## config.mk

```make
export PLATFORM = sky130hd
export DESIGN_NAME = fir_jtag_tap
export DESIGN_NICKNAME = d
export VERILOG_FILES = /design/src/rtl/fir_jtag_tap.sv
export SDC_FILE = /design/constraint.sdc
export NUM_CORES = 1
export LEC_CHECK = 0
export ABC_AREA = 1
export CAP_MARGIN = 20
export CORE_ASPECT_RATIO = 0.6
export CORE_MARGIN = 4
export CORE_UTILIZATION = 55
export CTS_CLUSTER_DIAMETER = 30
export DETAILED_ROUTE_END_ITERATION = 7
export HOLD_SLACK_MARGIN = 0.1
export PLACE_DENSITY_LB_ADDON = 0.12
export SYNTH_ARGS = -nofsm -noshare
export SYNTH_HDL_FRONTEND = slang
export SYNTH_SLANG_ARGS = --single-unit
```

## constraint.sdc

```tcl
create_clock -name w_clk -period 1.75 [get_ports w_clk]
set_input_delay 0.2625 -clock w_clk [delete_from_list [all_inputs] [get_ports w_clk]]
set_output_delay 0.2625 -clock w_clk [all_outputs]
set_load 0.01 [all_outputs]
```

## src/rtl/fir_jtag_tap.sv

```systemverilog
// Single-clock 16-state TAP that loads and reads back the 48-bit FIR config word.
// The IR selects IDCODE, LOAD_CFG, READ_CFG or BYPASS. A committed word raises cfg_valid for one cycle.
module fir_jtag_tap #(
  parameter int          IR_W   = 4,
  parameter int          CFG_W  = 48,
  parameter logic [31:0] IDCODE = 32'h0F100001
) (
  input  logic             w_clk,
  input  logic             w_rstn,
  input  logic             tms,
  input  logic             tdi,
  output logic             tdo,
  output logic             tdo_en,
  output logic [CFG_W-1:0] cfg_data,
  output logic             cfg_valid,
  output logic [IR_W-1:0]  ir_q,
  output logic [3:0]       tap_state
);

  // state | meaning
  // TLR   | test-logic-reset, IR forced to IDCODE
  // RTI   | run-test/idle
  // SEL_x | select DR/IR scan
  // CAP_x | capture into shift reg
  // SHF_x | shift one bit per edge
  // EX1_x | exit1, PAU_x pause hold, EX2_x exit2
  // UPD_x | update, commits shift reg
  typedef enum logic [3:0] {
    EX2_DR = 4'h0, EX1_DR = 4'h1, SHF_DR = 4'h2, PAU_DR = 4'h3,
    SEL_IR = 4'h4, UPD_DR = 4'h5, CAP_DR = 4'h6, SEL_DR = 4'h7,
    EX2_IR = 4'h8, EX1_IR = 4'h9, SHF_IR = 4'hA, PAU_IR = 4'hB,
    RTI    = 4'hC, UPD_IR = 4'hD, CAP_IR = 4'hE, TLR    = 4'hF
  } tap_t;

  typedef enum logic [1:0] {CH_ID, CH_CFG, CH_BYP} chain_t;

  localparam logic [IR_W-1:0] INS_IDCODE = IR_W'(4'h1);
  localparam logic [IR_W-1:0] INS_LOAD   = IR_W'(4'h2);
  localparam logic [IR_W-1:0] INS_READ   = IR_W'(4'h3);

  tap_t             state;
  tap_t             state_nxt;
  chain_t           chain;
  logic [IR_W-1:0]  ir_sreg;
  logic [CFG_W-1:0] dr_sreg;

  always_comb begin
    state_nxt = state;
    case (state)
      TLR:     state_nxt = tms ? TLR    : RTI;
      RTI:     state_nxt = tms ? SEL_DR : RTI;
      SEL_DR:  state_nxt = tms ? SEL_IR : CAP_DR;
      CAP_DR:  state_nxt = tms ? EX1_DR : SHF_DR;
      SHF_DR:  state_nxt = tms ? EX1_DR : SHF_DR;
      EX1_DR:  state_nxt = tms ? UPD_DR : PAU_DR;
      PAU_DR:  state_nxt = tms ? EX2_DR : PAU_DR;
      EX2_DR:  state_nxt = tms ? UPD_DR : SHF_DR;
      UPD_DR:  state_nxt = tms ? SEL_DR : RTI;
      SEL_IR:  state_nxt = tms ? TLR    : CAP_IR;
      CAP_IR:  state_nxt = tms ? EX1_IR : SHF_IR;
      SHF_IR:  state_nxt = tms ? EX1_IR : SHF_IR;
      EX1_IR:  state_nxt = tms ? UPD_IR : PAU_IR;
      PAU_IR:  state_nxt = tms ? EX2_IR : PAU_IR;
      EX2_IR:  state_nxt = tms ? UPD_IR : SHF_IR;
      UPD_IR:  state_nxt = tms ? SEL_DR : RTI;
      default: state_nxt = TLR;
    endcase
  end

  // Undefined instruction codes fall through to the 1-bit bypass chain.
  always_comb begin
    chain = CH_BYP;
    if (ir_q == INS_IDCODE)
      chain = CH_ID;
    else if (ir_q == INS_LOAD || ir_q == INS_READ)
      chain = CH_CFG;
  end

  always_ff @(posedge w_clk) begin
    if (!w_rstn) begin
      state     <= TLR;
      ir_q      <= INS_IDCODE;
      ir_sreg   <= '0;
      dr_sreg   <= '0;
      cfg_data  <= '0;
      cfg_valid <= 1'b0;
    end else begin
      state     <= state_nxt;
      cfg_valid <= 1'b0;
      case (state)
        CAP_IR: ir_sreg <= IR_W'(1);
        SHF_IR: ir_sreg <= {tdi, ir_sreg[IR_W-1:1]};
        UPD_IR: ir_q    <= ir_sreg;
        CAP_DR: begin
          if (chain == CH_ID)
            dr_sreg <= {{(CFG_W-32){1'b0}}, IDCODE};
          else if (ir_q == INS_READ)
            dr_sreg <= cfg_data;
          else
            dr_sreg <= '0;
        end
        SHF_DR: begin
          case (chain)
            CH_ID:   dr_sreg <= {{(CFG_W-32){1'b0}}, tdi, dr_sreg[31:1]};
            CH_CFG:  dr_sreg <= {tdi, dr_sreg[CFG_W-1:1]};
            default: dr_sreg <= {{(CFG_W-1){1'b0}}, tdi};
          endcase
        end
        UPD_DR: begin
          if (ir_q == INS_LOAD) begin
            cfg_data  <= dr_sreg;
            cfg_valid <= 1'b1;
          end
        end
        default: ;
      endcase
      // Any path back into TLR restores the IDCODE instruction.
      if (state_nxt == TLR)
        ir_q <= INS_IDCODE;
    end
  end

  assign tdo_en    = (state == SHF_DR) || (state == SHF_IR);
  assign tdo       = (state == SHF_DR) ? dr_sreg[0] :
                     (state == SHF_IR) ? ir_sreg[0] : 1'b0;
  assign tap_state = state;

endmodule

```

==> impl_summary.log <==
INFO  metric timing.final.max_slew_violations = 0
INFO  metric timing.final.ws_setup = 98.93 ps
INFO  metric holdCritPathClass = input pin to flip-flop
INFO  metric nets = 702
INFO  metric synth_area_per_cell = just over 7 sq um
INFO  metric grt_first_pass_wirelength = 19050 um
INFO  metric finalInstanceArea = 5742 sq um
INFO  metric initial_standard_cell_utilization_of_the_core = roughly three fifths
INFO  metric synth-seq-cells = 109
INFO  metric fp.dieH = 79.57 um
INFO  metric total_number_of_placement_rows = 25
INFO  metric grt_pass1_vias = 4087
INFO  metric finClkSkew = 8.342 ps
INFO  metric grt_antenna_before_repair = 0
INFO  metric gp_congestion = between 0.8 and 0.9
INFO  metric routedWlPerCell = 14.07 um
INFO  metric final.fill_count = approximately 660
INFO  metric core_region_area = 8070 sq um
INFO  metric start_kind = flip-flop
INFO  metric initialDrtViolationCount = 448
INFO  metric worst_setup_slack_after_placement = -77.43 ps
INFO  metric hold_viol_final = 0
INFO  metric globalRoute.totalOverflow = 0
INFO  metric dpl_cell_area = roughly 5400 sq um
INFO  metric layout_worst_path_cycle_share = 94.35%
INFO  metric routed_wirelength = 11410 um
INFO  metric vdd.ir_drop.worst = 0.6766 mV
INFO  metric syn-num-nets = roughly 650
INFO  metric tritoncts = built
INFO  metric final_period_minus_worst_setup_slack = 1651 ps
INFO  metric p_per_area = 1055 nW/um^2
INFO  metric yosysSeqAreaShare = 46.48%
INFO  metric grt_setup_unrepaired = false
INFO  metric cts_root_buf = sky130_fd_sc_hd__clkbuf_16
INFO  metric final_cells = 811
INFO  metric clock_tree_buffer_depth = 2
INFO  metric place_inst = 792
INFO  metric achievable-frequency = 605.7 MHz
INFO  metric endpoint_kind = primary output
INFO  metric htreeDepth = 3
INFO  metric placement.io_buffers = 62
INFO  metric totalNegativeSetupSlack = 0 ps
INFO  metric synthesized_netlist_cell_count = 649
INFO  metric cts.reportedPaths.clkPinSlew = 60 ps
INFO  metric insertion_delay = 340 ps
INFO  metric maxCapViolations = 0
INFO  metric path_max_fanout = 6
INFO  metric wp_data_arrival = 1390 ps
INFO  metric antenna_cells = 0
INFO  metric timing.slew.headroom = approximately 77%
INFO  metric dr_drc_count = 0
INFO  metric setup_viol = 0
INFO  metric avgViaCountPerCell = 5.503
INFO  metric outcome = finished clean
INFO  metric netlist_area = 4695 sq um
INFO  metric postRouteAntennaNets = 0
INFO  metric hpwl_reported_at_the_end_of_detailed_placement = around 7400 um
INFO  metric synth.distinct_cells = 21
INFO  metric layout_area_overhead = 22.31%
INFO  metric routed-via-count = between 4000 and 5000
INFO  metric cts.sinks = around 110
INFO  metric power.static_leakage = 2.258 nW
INFO  metric timing_worst_slew_pin_value = 347.2 ps
INFO  metric drive_above_1_share = 8.108%
INFO  metric die_width = 127.3 um
INFO  metric boundaryPins = 63
INFO  metric yosys_warning_count = 0
INFO  metric critPathRequiredTime = 1490 ps
INFO  metric drtPass1Iterations = 5
INFO  metric cts-buffers-inserted = 9
INFO  metric grt_use_total = between 20% and 30%
INFO  metric grt_start_max_net_pins = 96
INFO  metric setup.worst_path.class = flip-flop to primary output
INFO  metric dieArea = roughly 10000 sq um
-- power by group --
group | total (mW) | internal, mW | switching (mW) | leakage (nW)
clock | 2.02 | 1.15 | 0.877 | 0.152
combinational | 1.12 | 0.431 | 0.693 | 1.22
sequential | 2.91 | 2.71 | 0.195 | 0.882
-- layout by cell type, fill, tap and decap left out, types with 3 or more instances in the layout --
cell | Yosys | layout
sky130_fd_sc_hd__clkinv_2 | 0 | 3
sky130_fd_sc_hd__a21oi_1 | 11 | 10
sky130_fd_sc_hd__clkbuf_16 | 0 | 9
sky130_fd_sc_hd__inv_2 | 4 | 5
sky130_fd_sc_hd__inv_1 | 52 | 51
sky130_fd_sc_hd__nand2_1 | 101 | 100
sky130_fd_sc_hd__buf_4 | 7 | 14
sky130_fd_sc_hd__nand3_1 | 84 | 84
sky130_fd_sc_hd__o21ai_0 | 80 | 80
sky130_fd_sc_hd__buf_12 | 0 | 4
sky130_fd_sc_hd__nor2_4 | 3 | 3
sky130_fd_sc_hd__nor2_2 | 1 | 3
sky130_fd_sc_hd__dfxtp_1 | 109 | 106
sky130_fd_sc_hd__a31oi_1 | 17 | 17
sky130_fd_sc_hd__clkdlybuf4s50_1 | 0 | 59
sky130_fd_sc_hd__o21a_1 | 29 | 29
sky130_fd_sc_hd__nor2_1 | 109 | 107
-- through the flow --
step | power, mW | hold slack (ps) | util, %
floorplan | 3.657 | 410.2 | -
global placement | 3.934 | 456.5 | 66.85
detailed placement | 3.998 | 478.8 | 66.85
CTS | 6.018 | 234.7 | 70.71
global route | 6.363 | 260.0 | 71.15
finish | 6.056 | 261.6 | 71.15
-- kinds of logic (layout without fill, tap and decap cells) --
family / Yosys count / count (layout) / synth area share [%]
DFF: 109 / 109 / 46.48
buffers and inverters: 100 / 154 / 9.408
and+or+nand+nor: 301 / 301 / 27.16
AOI/OAI and AO/OA: 139 / 139 / 16.95
-- layer usage --
metal	routed length, um	track usage [%]
met4	123	6.210
met2	5098	36.57
met3	717	5.348
met5	0	0
met1	5467	30.86
-- registers in the layout, summed over array words and instances (netlist names) --
register	flops
ir_q	4
dr_sreg	48
tap_state	4
cfg_valid	1
ir_sreg	4
cfg_data	48
-- worst max-delay path, stage by stage (launching register included) --
cell                              delay (ps)
sky130_fd_sc_hd__dfxtp_1                 350
sky130_fd_sc_hd__buf_4                   160
sky130_fd_sc_hd__clkdlybuf4s50_1         540
-- synth_stat cells --
cell                       number  area, sq um
sky130_fd_sc_hd__dfxtp_1      109         2182
sky130_fd_sc_hd__nor2_1       109        409.1
sky130_fd_sc_hd__nand2_1      101        379.1
sky130_fd_sc_hd__nand3_1       84        420.4
sky130_fd_sc_hd__o21ai_0       80        400.4
sky130_fd_sc_hd__inv_1         52        195.2
sky130_fd_sc_hd__o21a_1        29        217.7
sky130_fd_sc_hd__clkbuf_1      25        93.84
sky130_fd_sc_hd__a31oi_1       17        106.4
sky130_fd_sc_hd__a21oi_1       11        55.05
sky130_fd_sc_hd__buf_2          8        40.04
sky130_fd_sc_hd__buf_4          7        52.55
sky130_fd_sc_hd__buf_6          4        45.04
sky130_fd_sc_hd__inv_2          4        15.01
sky130_fd_sc_hd__nor2_4         3        33.78
sky130_fd_sc_hd__a22o_1         1        8.760
sky130_fd_sc_hd__nand2_2        1        6.260
sky130_fd_sc_hd__nand3_2        1        10.01
sky130_fd_sc_hd__nor2_2         1        6.260
sky130_fd_sc_hd__nor3_2         1        10.01
sky130_fd_sc_hd__o211ai_1       1        7.510
-- what timing repair did --
action                     in CTS  in global routing
buffers inserted                0                  3
pin swaps                       0                  2
hold buffers                    0                  0
resized for setup               9                  7
setup endpoints to repair      32                 39
-- worst paths after layout --
kind                start            to  slack [ps]  cells after the start
min reg2reg    ir_sreg[2]    ir_sreg[2]         490                      2
max reg2reg  tap_state[1]   dr_sreg[20]         120                     10
max          tap_state[2]  tap_state[2]         100                      2
min                w_rstn  tap_state[2]         260                      2
-- cell type report --
cell class,count,area (sq um),share of cell area (%)
sequential,109,2191,38.16
multi-input combinational,440,2087,36.35
timing repair buffer,82,817.0,14.23
clock buffer,10,239.0,4.162
inverter,56,210.2,3.661
tap,108,135.1,2.353
clock inverter,6,62.56,1.090
(Power assumes the default switching activity.)
